--- src/rtl/fifo_burst_arbiter.sv ---
// Round-robin arbiter that drains N_CH channel FIFOs into one output stream, one burst per grant.
// A channel qualifies with a full burst buffered, or with any data while flush is high.
//
// state   | meaning
// --------+-----------------------------------------------------------
// ST_IDLE | search for the next eligible channel starting at rr_ptr
// ST_XFER | stream the granted channel until remain words have moved
module fifo_burst_arbiter #(
    parameter int N_CH  = 4,
    parameter int Nb    = 8,
    parameter int M     = 2,
    parameter int BURST = 4,
    parameter int CW    = (N_CH > 1) ? $clog2(N_CH) : 1
) (
    input  logic                  clk,
    input  logic                  reset_n,
    input  logic [N_CH*(M+1)-1:0] ch_count,
    input  logic [N_CH-1:0]       ch_valid,
    input  logic [N_CH*Nb-1:0]    ch_data,
    output logic [N_CH-1:0]       ch_ready,
    input  logic                  flush,
    output logic                  out_valid,
    input  logic                  out_ready,
    output logic [Nb-1:0]         out_data,
    output logic [CW-1:0]         out_chan,
    output logic                  out_last,
    output logic                  busy
);

    localparam logic [0:0]    ST_IDLE = 1'b0;
    localparam logic [0:0]    ST_XFER = 1'b1;
    localparam logic [M:0]    BURST_W = (M+1)'(BURST);
    localparam logic [M:0]    ONE_W   = (M+1)'(1);
    localparam logic [CW-1:0] LAST_CH = CW'(N_CH - 1);
    localparam logic [CW:0]   N_CH_W  = (CW+1)'(N_CH);

    logic [0:0]    state_q,  state_d;
    logic [CW-1:0] rr_ptr_q, rr_ptr_d;
    logic [CW-1:0] grant_q,  grant_d;
    logic [M:0]    remain_q, remain_d;

    logic [N_CH-1:0] elig;
    logic            found;
    logic [CW-1:0]   pick;
    logic [M:0]      pick_cnt;
    logic [CW:0]     idx;
    logic            beat;

    always_comb begin
        elig = '0;
        for (int i = 0; i < N_CH; i++) begin
            elig[i] = (ch_count[i*(M+1) +: (M+1)] >= BURST_W) ||
                      (flush && (ch_count[i*(M+1) +: (M+1)] != '0));
        end
    end

    // Walk rr_ptr, rr_ptr+1, ... with an explicit wrap so non-power-of-2 N_CH never yields idx >= N_CH.
    always_comb begin
        found = 1'b0;
        pick  = '0;
        idx   = '0;
        for (int k = 0; k < N_CH; k++) begin
            idx = {1'b0, rr_ptr_q} + (CW+1)'(k);
            if (idx >= N_CH_W) begin
                idx = idx - N_CH_W;
            end
            if (!found && elig[idx[CW-1:0]]) begin
                found = 1'b1;
                pick  = idx[CW-1:0];
            end
        end
    end

    assign pick_cnt = ch_count[pick*(M+1) +: (M+1)];

    always_comb begin
        ch_ready  = '0;
        out_valid = 1'b0;
        out_data  = '0;
        out_chan  = '0;
        out_last  = 1'b0;
        busy      = 1'b0;
        if (state_q == ST_XFER) begin
            ch_ready[grant_q] = out_ready;
            out_valid         = ch_valid[grant_q];
            out_data          = ch_data[grant_q*Nb +: Nb];
            out_chan          = grant_q;
            out_last          = (remain_q == ONE_W) && ch_valid[grant_q];
            busy              = 1'b1;
        end
    end

    assign beat = (state_q == ST_XFER) && ch_valid[grant_q] && out_ready;

    always_comb begin
        state_d  = state_q;
        rr_ptr_d = rr_ptr_q;
        grant_d  = grant_q;
        remain_d = remain_q;
        case (state_q)
            ST_IDLE: begin
                if (found) begin
                    grant_d  = pick;
                    remain_d = (pick_cnt >= BURST_W) ? BURST_W : pick_cnt;
                    state_d  = ST_XFER;
                end
            end
            ST_XFER: begin
                if (beat) begin
                    remain_d = remain_q - ONE_W;
                    if (remain_q == ONE_W) begin
                        state_d  = ST_IDLE;
                        rr_ptr_d = (grant_q == LAST_CH) ? '0 : grant_q + CW'(1);
                    end
                end
            end
            default: state_d = ST_IDLE;
        endcase
    end

    always_ff @(posedge clk or negedge reset_n) begin
        if (!reset_n) begin
            state_q  <= ST_IDLE;
            rr_ptr_q <= '0;
            grant_q  <= '0;
            remain_q <= '0;
        end else begin
            state_q  <= state_d;
            rr_ptr_q <= rr_ptr_d;
            grant_q  <= grant_d;
            remain_q <= remain_d;
        end
    end

endmodule

--- config.mk ---
export PLATFORM = sky130hd
export DESIGN_NAME = fifo_burst_arbiter
export DESIGN_NICKNAME = d
export VERILOG_FILES = /design/src/rtl/fifo_burst_arbiter.sv
export SDC_FILE = /design/constraint.sdc
export NUM_CORES = 1
export LEC_CHECK = 0
export BUFFER_PORTS_ARGS = -buffer_cell sky130_fd_sc_hd__buf_2
export CAP_MARGIN = 40
export CORE_MARGIN = 2
export CORE_UTILIZATION = 30
export CTS_CLUSTER_SIZE = 30
export DETAILED_ROUTE_END_ITERATION = 12
export GPL_TIMING_DRIVEN = 1
export SETUP_SLACK_MARGIN = 0.02
export SYNTH_ARGS = -nofsm -noshare
export SYNTH_HDL_FRONTEND = slang
export SYNTH_SLANG_ARGS = --single-unit
--- constraint.sdc ---
create_clock -name clk -period 4.2 [get_ports clk]
set_clock_uncertainty 0.05 [all_clocks]
set_input_delay 0.84 -clock clk [delete_from_list [all_inputs] [get_ports clk]]
set_output_delay 0.84 -clock clk [all_outputs]
set_load 0.01 [all_outputs]
==> run_summary.xml <==
<?xml version="1.0" encoding="UTF-8"?>
<metrics>
  <group name="sta">
    <metric name="final_critical_path_setup_slack" unit="ns">1.155</metric>
    <metric name="max_slew.worst_pin.slew" unit="ns">0.7222</metric>
    <metric name="final_setup_violation_count" unit="">0</metric>
    <metric name="count_of_final_hold_check_violations" unit="">0</metric>
    <metric name="max_slew_headroom" unit="%">51.85</metric>
    <metric name="totalNegativeSetupSlack" unit="ns">0</metric>
    <metric name="unrepaired_setup_endpoints_after_global_routing" unit="">false</metric>
    <metric name="timing.final.crit_period" unit="ns">3.045</metric>
    <metric name="final_min_period_over_clock_period" unit="%">72.50</metric>
    <metric name="final_max_slew_viol_count" unit="">0</metric>
    <metric name="timing.fmax" unit="GHz">0.3284</metric>
  </group>
  <group name="synth">
    <metric name="postSynthCellCount" unit="">99</metric>
    <metric name="post_synth.cell_area_avg" unit="um2">9.984</metric>
    <metric name="synth.net_count" unit="">157</metric>
    <metric name="synth.largest_area_cell" unit="">mux4_2</metric>
    <metric name="netlist_area" unit="um2">988.4</metric>
    <metric name="area_fraction_in_compound_gates_after_synthesis" unit="%">17.34</metric>
    <metric name="yosys.area_share.adder" unit="%">7.595</metric>
    <metric name="synth_top_family_by_area" unit="">multiplexers</metric>
    <metric name="synthXorXnorAreaFrac" unit="%">0</metric>
    <metric name="post-synth-top-area-fraction" unit="%">20.51</metric>
    <metric name="synth-seq-cells" unit="">8</metric>
    <metric name="yosysWarningCount" unit="">0</metric>
    <metric name="synth-simple-area-share" unit="%">22.41</metric>
    <metric name="ys_top_cells_by_area" unit="">mux4_2 (21%), dfrtp_1 (20%), and2_1 (7.6%), ha_1 (7.6%), mux2i_1 (6.1%)</metric>
    <metric name="synth_mux_area_share" unit="%">28.86</metric>
    <metric name="synth_seq_area_share" unit="%">20.25</metric>
    <metric name="ys_types" unit="">35</metric>
  </group>
  <group name="route">
    <metric name="post_drt_via_cell_ratio" unit="">4.995</metric>
    <metric name="number_of_nets_with_antenna_violations_after_detailed_routing" unit="">0</metric>
    <metric name="vias" unit="">1049</metric>
    <metric name="wire_per_inst" unit="um">12.66</metric>
    <metric name="detailedRoute.firstIterationViolations" unit="">42</metric>
    <metric name="drt_pre_antenna_iters" unit="">4</metric>
    <metric name="drt_wl_total" unit="um">2658</metric>
    <metric name="drc_errors" unit="">0</metric>
  </group>
  <group name="critical_path">
    <metric name="cp.required" unit="ns">3.31</metric>
    <metric name="worst_setup_path_start_kind" unit="">flop</metric>
    <metric name="crit_path_max_incr_delay" unit="ns">0.81</metric>
    <metric name="timing.critical_path.max_delay_family" unit="">flip-flops</metric>
    <metric name="crit_slowest_cell" unit="">dfrtp_1</metric>
    <metric name="worstSetupEndpointType" unit="">output pin</metric>
    <metric name="timing.reg2reg.setup_slack" unit="ns">1.88</metric>
    <metric name="worstSetupPathType" unit="">flop to output pin</metric>
    <metric name="timing.critical_path.cells" unit="">mux4_2 &gt; and2_1 &gt; and3_1 &gt; buf_2</metric>
    <metric name="cp_num_buf_inv" unit="">1</metric>
    <metric name="crit_path_max_fanout" unit="">15</metric>
    <metric name="critPathArrivalTime" unit="ns">2.15</metric>
  </group>
  <group name="global_routing">
    <metric name="grt_util_all_layers" unit="%">15.46</metric>
    <metric name="wire_length_of_the_first_global_routing_pass" unit="um">4395</metric>
    <metric name="grt_overflow" unit="">0</metric>
    <metric name="grt_antenna_before_repair" unit="">0</metric>
    <metric name="grt_max_degree" unit="">23</metric>
    <metric name="first_global_vias" unit="">998</metric>
  </group>
  <group name="clock_network">
    <metric name="post_cts_hold_buffer_count" unit="">0</metric>
    <metric name="cts-buffers-inserted" unit="">3</metric>
    <metric name="cts.sink_count" unit="">8</metric>
    <metric name="maximum_level_of_the_cts_h_tree" unit="">1</metric>
    <metric name="clk_latency" unit="ns">0.25</metric>
    <metric name="tritoncts_clock_tree" unit="">yes</metric>
    <metric name="clockRootBuffer" unit="">clkbuf_4</metric>
    <metric name="ctsLongestPathBuffers" unit="">2</metric>
    <metric name="postCtsSetupRepairBufs" unit="">0</metric>
    <metric name="post_cts_resized" unit="">0</metric>
    <metric name="path_clk_slew" unit="ns">0.05</metric>
  </group>
  <group name="floorplanning">
    <metric name="floorplan.die.width" unit="um">61.40</metric>
    <metric name="floorplan.die_area" unit="um2">3770</metric>
    <metric name="initial_util" unit="%">31.85</metric>
    <metric name="vertical_die_dimension" unit="um">61.40</metric>
    <metric name="num_rows" unit="">20</metric>
    <metric name="pin_count" unit="">69</metric>
    <metric name="fp.coreArea" unit="um2">3103</metric>
  </group>
  <group name="placed_design">
    <metric name="detailed_place.area" unit="um2">1368</metric>
    <metric name="dp_slack" unit="ns">1.388</metric>
    <metric name="gpl.final_weighted_congestion" unit="">0.7924</metric>
    <metric name="dp_hpwl" unit="um">2222</metric>
    <metric name="port-buffer-count" unit="">68</metric>
  </group>
  <group name="final_layout">
    <metric name="antenna_cells" unit="">0</metric>
    <metric name="drive_above_1_share" unit="%">53.01</metric>
    <metric name="net_count_of_the_finished_layout" unit="">226</metric>
    <metric name="most-common-layout-cells" unit="">buf_2 (68), and2_1 (12), mux4_2 (9), dfrtp_1 (8)</metric>
    <metric name="layout.cells.most_common" unit="">buf_2</metric>
    <metric name="syn_to_final_growth" unit="%">40.63</metric>
    <metric name="stdcell_area" unit="um2">1390</metric>
  </group>
  <group name="power_and_ir_drop">
    <metric name="leakage" unit="nW">0.7114</metric>
    <metric name="vdd.ir_drop.worst" unit="uV">243.8</metric>
    <metric name="power_density" unit="nW/um2">560.2</metric>
  </group>
  <group name="run_status">
    <metric name="run_status" unit="">finished clean</metric>
  </group>
  <group name="job">
    <metric name="cap_violations" unit="">0</metric>
  </group>
  <group name="hold_path">
    <metric name="min-delay-path-class" unit="">input port to asynchronous set/reset pin</metric>
  </group>
</metrics>
==> power by group <==
part / leakage, nW / total [mW] / internal, mW / switching [mW]
combinational: 0.600 / 0.516 / 0.288 / 0.228
clock: 0.0138 / 0.0575 / 0.0326 / 0.0249
sequential: 0.0977 / 0.205 / 0.114 / 0.0915
total: 0.711 / 0.779 / 0.435 / 0.344
==> synthesized netlist by cell type <==
master and count:
o22a_1 1, inv_1 5, ha_1 6, a311oi_1 1, buf_2 1, and2_1 12, mux2i_1 6, a32o_1 1
and3_1 6, nand3_1 3, nand3_4 1, mux2_2 2, clkbuf_1 2, o21ai_1 2, nor2_2 1, a31oi_1 1
mux4_2 9, a211o_1 1, nor3b_1 1, o21ai_2 1, and3b_1 1, buf_1 1, a221oi_1 1, o21ai_0 3
a221o_1 2, nor2_1 4, o31ai_1 1, o21a_2 1, o21a_1 4, a41o_1 1, nor3_1 1, nand2_1 6
o21ba_2 1, or3_4 1, dfrtp_1 8
==> cell families after synthesis <==
group | after synthesis
simple gates | 37
compound gates | 22
buf+inv | 9
fa+ha+maj | 6
mux | 17
flops | 8
==> cell type report <==
class | count | area, um2
fillers | 324 | 1713
multi-input cells | 82 | 753.2
repair buffers | 68 | 340.3
flip-flops and latches | 8 | 200.2
well taps | 44 | 55.05
clock buffers | 3 | 22.52
inverters | 5 | 18.77
==> routing by layer <==
metal / track usage (%) / share of wire, % / vias to the layer above
li1: - / - / 515
met5: 0 / 0 / -
met1: 19.90 / 45 / 495
met3: 2.731 / 7.2 / 0
met4: 3.647 / 0 / 0
met2: 27.05 / 48 / 39
==> path summary, 6_finish.rpt <==
| kind | depth (start not counted) | endpoint | from |
|---|---|---|---|
| worst min-delay path | 1 | remain_q[2] | reset_n |
| worst max register to register | 4 | rr_ptr_q[1] | grant_q[0] |
| worst min register to register | 1 | remain_q[1] | remain_q[1] |
| min in group clk | 1 | remain_q[1] | remain_q[1] |
| worst max-delay path | 4 | out_last | grant_q[0] |
| max in group asynchronous | 1 | grant_q[1] | reset_n |
==> state kept, by name, indices dropped and copies added, names as in the netlist <==
signal / flops
remain_q: 3
grant_q: 2
rr_ptr_q: 2
state_q: 1
==> per-stage QoR <==
stage	hold slack [ns]	instances	utilization [%]	power, mW
finish	0.3705	210	44.80	0.7787
global route	0.3799	210	44.80	0.8663
CTS	0.3695	210	44.80	0.7884
detailed placement	0.4626	207	44.07	0.7263
global placement	0.4540	207	44.07	0.7144
floorplan	0.4303	99	-	0.5619
(Power assumes the default switching activity.)
